===== config.mk =====
export PLATFORM = sky130hd
export DESIGN_NAME = sbox_in_packer
export DESIGN_NICKNAME = d
export VERILOG_FILES = /design/src/rtl/trng_pp_pkg.sv /design/src/rtl/trng_xor_decimator.sv /design/src/rtl/sbox_in_packer.sv
export SDC_FILE = /design/constraint.sdc
export NUM_CORES = 1
export LEC_CHECK = 0
export ABC_AREA = 1
export CORE_UTILIZATION = 43
export DETAILED_ROUTE_END_ITERATION = 10
export PLACE_DENSITY = 0.8
export SYNTH_ARGS = -nofsm -noshare
export SYNTH_HDL_FRONTEND = slang
export SYNTH_SLANG_ARGS = --single-unit

===== constraint.sdc =====
create_clock -name CLK -period 1.1 [get_ports CLK]
set_input_delay 0.275 -clock CLK [delete_from_list [all_inputs] [get_ports CLK]]
set_output_delay 0.275 -clock CLK [all_outputs]
set_load 0.03 [all_outputs]

===== src/rtl/trng_pp_pkg.sv =====
// Shared constants for the TRNG post-processing path (raw-bit feeder and S-box stage).
package trng_pp_pkg;

    // S-box geometry: 5 bits in, 4 bits out.
    localparam int SBOX_IN_W  = 5;
    localparam int SBOX_OUT_W = 4;

    // Default number of raw bits folded into one decimated bit.
    localparam int XOR_N_DEFAULT = 2;

    // Von Neumann pair decode {first, second}: only unequal pairs carry a bit,
    // and the emitted bit equals the first bit of the pair.
    localparam logic [1:0] VN_PAIR_01 = 2'b01;  // emits 0
    localparam logic [1:0] VN_PAIR_10 = 2'b10;  // emits 1

    // Width of a counter that must hold 0..n-1, never narrower than one bit.
    function automatic int cnt_w(input int n);
        return (n <= 2) ? 1 : $clog2(n);
    endfunction

endpackage


===== src/rtl/trng_xor_decimator.sv =====
// XOR decimator: folds XOR_N raw bits into one decimated bit.
// With TRNG_VN_DEBIAS_EN defined, a von Neumann corrector sits ahead of the
// XOR stage; without it the raw stream feeds the XOR stage directly.
module trng_xor_decimator
    import trng_pp_pkg::*;
#(
    parameter int XOR_N = XOR_N_DEFAULT
) (
    input  logic clk,
    input  logic rst_n,
    input  logic clr,
    input  logic raw_bit,
    input  logic raw_vld,
    output logic dec_bit,
    output logic dec_vld
);

    localparam int XW = cnt_w(XOR_N);

    logic          in_bit;
    logic          in_vld;
    logic [XW-1:0] xcnt;
    logic          acc;
    logic          grp_last;

`ifdef TRNG_VN_DEBIAS_EN
    logic vn_phase;
    logic vn_hold;
    logic vn_pair_ok;

    // An unequal pair emits its first bit; equal pairs are swallowed.
    always_comb begin
        vn_pair_ok = ({vn_hold, raw_bit} == VN_PAIR_01) ||
                     ({vn_hold, raw_bit} == VN_PAIR_10);
        in_vld     = raw_vld && vn_phase && vn_pair_ok;
        in_bit     = vn_hold;
    end

    // Pair tracking: hold the first bit, then decode on the second.
    always_ff @(posedge clk or negedge rst_n) begin
        if (!rst_n) begin
            vn_phase <= 1'b0;
            vn_hold  <= 1'b0;
        end else if (clr) begin
            vn_phase <= 1'b0;
            vn_hold  <= 1'b0;
        end else if (raw_vld) begin
            vn_phase <= ~vn_phase;
            if (!vn_phase) begin
                vn_hold <= raw_bit;
            end
        end
    end
`else
    // Raw stream drives the XOR stage unchanged.
    always_comb begin
        in_vld = raw_vld;
        in_bit = raw_bit;
    end
`endif

    // Decimated bit appears combinationally on the last bit of a group.
    always_comb begin
        grp_last = (xcnt == XW'(XOR_N - 1));
        dec_vld  = in_vld && grp_last;
        dec_bit  = acc ^ in_bit;
    end

    // Group counter and running parity; both restart after each output bit.
    always_ff @(posedge clk or negedge rst_n) begin
        if (!rst_n) begin
            xcnt <= '0;
            acc  <= 1'b0;
        end else if (clr) begin
            xcnt <= '0;
            acc  <= 1'b0;
        end else if (in_vld) begin
            if (grp_last) begin
                xcnt <= '0;
                acc  <= 1'b0;
            end else begin
                xcnt <= xcnt + 1'b1;
                acc  <= acc ^ in_bit;
            end
        end
    end

endmodule


===== src/rtl/sbox_in_packer.sv =====
// S-box input packer: decimates the raw RO stream, packs WORD_W bits per word
// (first bit at the MSB) and offers each word on a valid/ready register.
// A word completing while the register is still held is dropped and OVF set.
// Optional von Neumann corrector in the decimator: TRNG_VN_DEBIAS_EN.
module sbox_in_packer
    import trng_pp_pkg::*;
#(
    parameter int XOR_N  = XOR_N_DEFAULT,
    parameter int WORD_W = SBOX_IN_W
) (
    input  logic              CLK,
    input  logic              RST_N,
    input  logic              RAW_BIT,
    input  logic              RAW_VLD,
    input  logic              CLR,
    output logic [WORD_W-1:0] D_OUT,
    output logic              D_VLD,
    input  logic              D_RDY,
    output logic              OVF
);

    localparam int BW = cnt_w(WORD_W);

    logic              c;
    logic              cv;
    logic [BW-1:0]     bcnt;
    logic [WORD_W-2:0] sr;
    logic [WORD_W-1:0] w;
    logic              word_done;
    logic              can_load;

    trng_xor_decimator #(
        .XOR_N (XOR_N)
    ) u_dec (
        .clk     (CLK),
        .rst_n   (RST_N),
        .clr     (CLR),
        .raw_bit (RAW_BIT),
        .raw_vld (RAW_VLD),
        .dec_bit (c),
        .dec_vld (cv)
    );

    // Word assembly view: the shift register plus the bit arriving now.
    always_comb begin
        w         = {sr, c};
        word_done = cv && (bcnt == BW'(WORD_W - 1));
        can_load  = !D_VLD || D_RDY;
    end

    // Bit counter and shift register keep collecting regardless of back-pressure.
    always_ff @(posedge CLK or negedge RST_N) begin
        if (!RST_N) begin
            bcnt <= '0;
            sr   <= '0;
        end else if (CLR) begin
            bcnt <= '0;
            sr   <= '0;
        end else if (cv) begin
            sr <= w[WORD_W-2:0];
            if (word_done) begin
                bcnt <= '0;
            end else begin
                bcnt <= bcnt + 1'b1;
            end
        end
    end

    // Output register: load, drop-with-flag, or release on handshake.
    always_ff @(posedge CLK or negedge RST_N) begin
        if (!RST_N) begin
            D_OUT <= '0;
            D_VLD <= 1'b0;
            OVF   <= 1'b0;
        end else if (CLR) begin
            D_OUT <= '0;
            D_VLD <= 1'b0;
            OVF   <= 1'b0;
        end else if (word_done) begin
            if (can_load) begin
                D_OUT <= w;
                D_VLD <= 1'b1;
            end else begin
                OVF <= 1'b1;
            end
        end else if (D_VLD && D_RDY) begin
            D_VLD <= 1'b0;
        end
    end

endmodule

==> results of run 1 <==
## synth_stat cells, drive strengths merged
library cell | instances | share of area
a21oi | 3 | 0.020
buf | 1 | 0.015
dfrtp | 16 | 0.54
ha | 2 | 0.033
inv | 10 | 0.050
nand2 | 32 | 0.17
nand3 | 9 | 0.060
nand4 | 1 | 0.0084
nor2 | 5 | 0.060
o21ai | 5 | 0.039
o31ai | 1 | 0.010
## sequential cells by signal (all words and copies together) (netlist names)
name            cells
sr                  4
D_OUT               5
u_dec.grp_last      1
bcnt                3
u_dec.acc           1
D_VLD               1
OVF                 1
## logic make-up after synthesis
logic type               share of synthesized area
AND/OR/NAND/NOR                              0.296
adder cells (fa/ha/maj)                     0.0335
AO/OA/AOI/OAI                               0.0687
flip-flops                                   0.536
buffers and inverters                       0.0653
## routing by layer
metal	part of all wire	GRT usage	wire, µm
met1	0.42	0.245	670
met2	0.51	0.299	816
met3	0.050	0.0708	79
met4	0.015	0.100	24
met5	0	0	0
## power groups by stage
stage          Sequential (W)  Clock [W]  Combinational, W
4_1_cts              0.000616   0.000394          0.000159
6_report             0.000616   0.000381          0.000166
5_1_grt              0.000618   0.000432          0.000182
2_1_floorplan        0.000633          0         0.0000671
3_5_place_dp         0.000628          0          0.000148
3_3_place_gp         0.000626          0          0.000143
## worst min path at each step
| stage | end | slack (ns) | cells after the start |
|---|---|---|---|
| after floorplan | D_OUT[0] | -0.02 | 0 |
| after global placement | D_OUT[3] | 0.46 | 2 |
| after detailed placement | D_OUT[3] | 0.47 | 2 |
| after CTS | D_OUT[0] | 0.32 | 2 |
| after global routing | D_VLD | 0.30 | 2 |
| final | D_VLD | 0.32 | 2 |
## area by class of cell
| class | count | area [µm²] |
|---|---|---|
| fill | 121 | 467 |
| multi-input combinational | 58 | 343 |
| inverter | 10 | 42.5 |
| tap | 16 | 20.0 |
| timing repair buffer | 26 | 250 |
| clock buffer | 4 | 36.3 |
| sequential | 16 | 400 |
## repair_timing
action / 4_1_cts / 5_1_grt
hold buffers: 0 / 0
gates cloned: 0 / 0
setup buffers: 6 / 0
pin swaps: 4 / 3
endpoints found under the setup margin: 17 / 19
resized for setup: 10 / 8
## through the flow
stage / power [W] / std cells / TNS, ns / utilization
after floorplan: 0.000700 / 85 / 0 / -
after global placement: 0.000770 / 120 / -3.85 / 0.610
after detailed placement: 0.000776 / 120 / -4.40 / 0.610
after CTS: 0.00117 / 130 / -0.239 / 0.681
after global routing: 0.00123 / 130 / -1.21 / 0.701
final: 0.00116 / 130 / -0.261 / 0.701
## cell usage in the layout (no fill, tap or decap)
master,instances
buf_12,1
ha_4,1
inv_2,2
nor2_2,1
o21ai_4,1
o31ai_1,1
nand2_2,4
nor2_1,2
buf_4,12
nand2_1,26
inv_4,2
inv_1,6
clkdlybuf4s50_1,5
a21oi_1,3
buf_6,8
nand2_4,2
nand4_1,1
ha_1,1
nor2_4,1
o21ai_0,3
clkbuf_8,1
dfrtp_1,16
clkbuf_4,3
o21ai_1,1
nand3_1,8
nor2_8,1
nand3_2,1
==> flow_summary.json, run 1 <==
{
  "cp_common_cell": "nand2_1",
  "start_util": 0.479,
  "path_clk_slew_ns": 0.09,
  "worstPathMaxFanout": 4,
  "portBuffers": 12,
  "clock-sinks": 16,
  "fin_skew_ns": 0.00266,
  "dr.pass1.iters": 4,
  "root_buffer": "clkbuf_4",
  "finalMaxSlewViolations": 0,
  "diodes": 0,
  "power_density_nw_per_um2": 1070,
  "path_delay_family": "simple AND/OR/NAND/NOR gates",
  "cp-startpoint": "bcnt[1]",
  "finalCritPeriodShare": 1.05,
  "clkLatencyLatePin_ns": 0.28,
  "place_area_um2": 951,
  "syn_inst": 85,
  "worstPathCellList": "inv_2 -> ha_4 -> nand2_4 -> nor2_4 -> inv_4 -> nor2_8 -> nand2_1 -> nand2_1",
  "p_sw_frac": 0.242,
  "routed_wl_um": 1590,
  "vias": 660,
  "critical_path_cell_count": 8,
  "grt_start_max_net_pins": 17,
  "combPwrFrac": 0.143,
  "worst-path-buf-inv": 2,
  "switchingPower_w": 0.000281,
  "rsz0062_at_grt": "true",
  "ant_nets": 0,
  "syn_area_um2": 747,
  "fin_area_um2": 1090,
  "clock_path_buffers": 2,
  "endpoint_kind": "register",
  "violations": "negative setup slack",
  "slew_headroom": 0.878,
  "gp_congestion": 0.792,
  "timing.rr.end": "D_OUT[1]",
  "hold_path.class": "in -> async",
  "hpwlAfterDp_um": 1130,
  "ioPinCount": 13,
  "ys_ff_latch": 16,
  "cp.arrival_ns": 1.38,
  "antenna_found_initial": 0,
  "crit_type": "reg -> reg",
  "p_int_w": 0.000882,
  "reg2reg_depth": 8,
  "detail_route.iter0.violations": 19,
  "seqPwrFrac": 0.530,
  "grt_pass1_vias": 605,
  "fp.dieArea_um2": 1910,
  "grt_usage": 0.196,
  "peakVddDrop_mv": 0.739,
  "cts_buffers": 3,
  "timing_hold_violations_final": 0,
  "post_route_cells_drive_above_1_share": 0.360,
  "required_ns": 1.32,
  "h-tree-depth": 1,
  "status": "complete, but fails checks",
  "fp-row-count": 14,
  "synth.yosys.seq_area_share": 0.536,
  "critPathLaunchType": "register",
  "syn_avg_cell_area_um2": 8.79,
  "crit_slowest_cell": "dfrtp_1",
  "ys_types": 17,
  "cts_tree": "done",
  "yosys_warnings": 0,
  "r2r_start": "bcnt[1]",
  "cpPeakStageDelay_ns": 0.40,
  "vias_per_cell": 5.08,
  "fmax_mhz": 868,
  "finalWorstSetupSlack_ns": -0.0522,
  "grt_pass1_wl_um": 2620,
  "endpoint": "D_OUT[1]",
  "r2r_slack_ns": -0.05,
  "route.detailed.drc": 0,
  "setup_viol": 11,
  "place_ws_ns": -0.348,
  "die_w_um": 43.7,
  "p_clk_frac": 0.328,
  "synthesis.nets": 93,
  "fp.dieH_um": 43.7,
  "grt_remaining_overflow": 0,
  "nets": 123,
  "p_leak_nw": 0.578,
  "worst_slew_pin_slew_ns": 0.182,
  "core_um2": 1560,
  "post_drt_wl_per_cell_um": 12.2,
  "hold_ws_ns": 0.316,
  "drv_cap": 0,
  "syn2layout_area_growth_pct": 46.2,
  "fin_crit_ns": 1.15
}
No activity file was read; power rests on OpenSTA's default activity.
==> inputs of run 2 (changes only) <==
- CORE_MARGIN: not set -> 2
- SKIP_LAST_GASP: not set -> 1
==> run 2 against run 1 <==
Net effect: the flow still finishes with violations (negative setup slack); power grew 0.68%; global-route usage shrank 1.6 points; cell count grew 4.6%; sequential power is essentially flat; register-to-register slack is essentially flat; via count grew 4.7%; clock-buffer cell count is the same; flip-flop and latch count is the same; die area grew 9.4%; hold slack lost 0.013 ns; fmax grew 0.50%.
==> flow_summary.json, run 2 (same netlist as run 1, synthesis figures left out) <==
{
  "rsz0062_at_grt": "true",
  "post_drt_wl_per_cell_um": 12.5,
  "vias": 691,
  "portBuffers": 12,
  "crit_slowest_cell": "dfrtp_1",
  "status": "complete, but fails checks",
  "cts_tree": "done",
  "ioPinCount": 13,
  "grt_usage": 0.180,
  "diodes": 0,
  "power_w": 0.00117,
  "clkLatencyLatePin_ns": 0.29,
  "h-tree-depth": 1,
  "p_leak_nw": 0.596,
  "timing_hold_violations_final": 0,
  "layout_common_cells": "nand2_1, buf_4, dfrtp_1",
  "detail_route.iter0.violations": 12,
  "gp_congestion": 0.798,
  "critical_path_cell_count": 7,
  "start_util": 0.447,
  "path_delay_family": "flip-flops",
  "largest_reg_flops": 5,
  "timing.rr.end": "D_OUT[3]",
  "hpwlAfterDp_um": 1170,
  "endpoint_kind": "register",
  "clock_path_buffers": 2,
  "cp-startpoint": "bcnt[0]",
  "finalMaxSlewViolations": 0,
  "r2r_slack_ns": -0.05,
  "vias_per_cell": 5.08,
  "crit_type": "reg -> reg",
  "fin_crit_ns": 1.15,
  "r2r_start": "bcnt[0]",
  "ctsHoldBuffers": 0,
  "hold_ws_ns": 0.303,
  "violations": "negative setup slack",
  "reg2reg_depth": 7,
  "grt_remaining_overflow": 0,
  "route.detailed.drc": 0,
  "path_clk_slew_ns": 0.10,
  "cp_common_cell": "nand2_1",
  "worst-path-buf-inv": 1,
  "core_um2": 1670,
  "fin_util": 0.655,
  "cts_buffers": 3,
  "post_route_cells_drive_above_1_share": 0.361,
  "cpPeakStageDelay_ns": 0.40,
  "setup_viol": 13,
  "worstPathCellList": "inv_2 -> ha_4 -> nand2_4 -> o21ai_4 -> nand2_2 -> nand2_1 -> nand2_1",
  "regMostFlops": "D_OUT",
  "grt_pass1_wl_um": 2530,
  "peakVddDrop_mv": 0.630,
  "slew_headroom": 0.853,
  "root_buffer": "clkbuf_4",
  "critPathLaunchType": "register",
  "endpoint": "D_OUT[3]",
  "required_ns": 1.29,
  "clock-sinks": 16,
  "reg_top3": "D_OUT x5, sr x4, bcnt x3",
  "final_common_cell": "nand2_1",
  "finalCritPeriodShare": 1.04,
  "ant_nets": 0,
  "fin_tns_setup_ns": -0.286,
  "worst_slew_pin_slew_ns": 0.220,
  "power_density_nw_per_um2": 1070,
  "dr.pass1.iters": 4,
  "grt_pass1_vias": 607,
  "syn2layout_area_growth_pct": 46.4,
  "drv_cap": 0,
  "hold_path.class": "in -> async",
  "die_w_um": 45.7,
  "cp.arrival_ns": 1.33,
  "fp.dieArea_um2": 2090,
  "fp-row-count": 15,
  "grt_start_max_net_pins": 17,
  "routed_wl_um": 1700,
  "fp.dieH_um": 45.7,
  "finalWorstSetupSlack_ns": -0.0465,
  "nets": 128,
  "fmax_mhz": 872,
  "antenna_found_initial": 0,
  "fin_skew_ns": 0.000856,
  "worstPathMaxFanout": 5
}
## run 2: cell count changes in the layout (fill, tap and decap cells not counted), sizes merged
| cell | before | now |
|---|---|---|
| buf | 21 | 26 |
## run 2: cell type report
class | instances | area (µm²)
clock buffer | 4 | 36.3
tap | 17 | 21.3
inverter | 10 | 40.0
sequential | 16 | 400
multi-input combinational | 58 | 328
timing repair buffer | 31 | 268
fill | 139 | 577
## run 2: repair_timing
item / 4_1_cts / 5_1_grt
endpoints found under the hold margin: 0 / 0
setup endpoints to repair: 16 / 18
pin swaps: 1 / 3
gates resized for setup: 8 / 3
buffers inserted: 9 / 3
## run 2: metal layers
layer / global-route usage / wire length [µm] / vias to the layer above
li1: - / - / 341
met1: 0.198 / 673 / 327
met2: 0.315 / 936 / 19
met3: 0.0357 / 61 / 4
met4: 0.106 / 30 / 0
met5: 0 / 0 / -
## run 2: how the worst min path moves through the flow
stage,start,endpoint,slack [ns],depth (start not counted)
final,RST_N,sr[1],0.30,2
after global routing,RST_N,OVF,0.33,2
after CTS,RST_N,D_OUT[4],0.31,2
after detailed placement,D_OUT[0],D_OUT[0],0.46,2
after global placement,D_OUT[1],D_OUT[1],0.46,2
after floorplan,RST_N,D_OUT[0],-0.02,0
## run 2: stage by stage
stage | area [µm²] | std cells | setup slack (ns)
after floorplan | 767 | 85 | 0.00510
after global placement | 932 | 120 | -0.303
after detailed placement | 932 | 120 | -0.340
after CTS | 1060 | 133 | -0.0450
after global routing | 1090 | 136 | -0.105
final | 1090 | 136 | -0.0465
## run 2: power by group
part | switching (W) | internal [W]
logic | 0.0000856 | 0.0000705
registers | 0.0000123 | 0.000604
clock network | 0.000198 | 0.000201
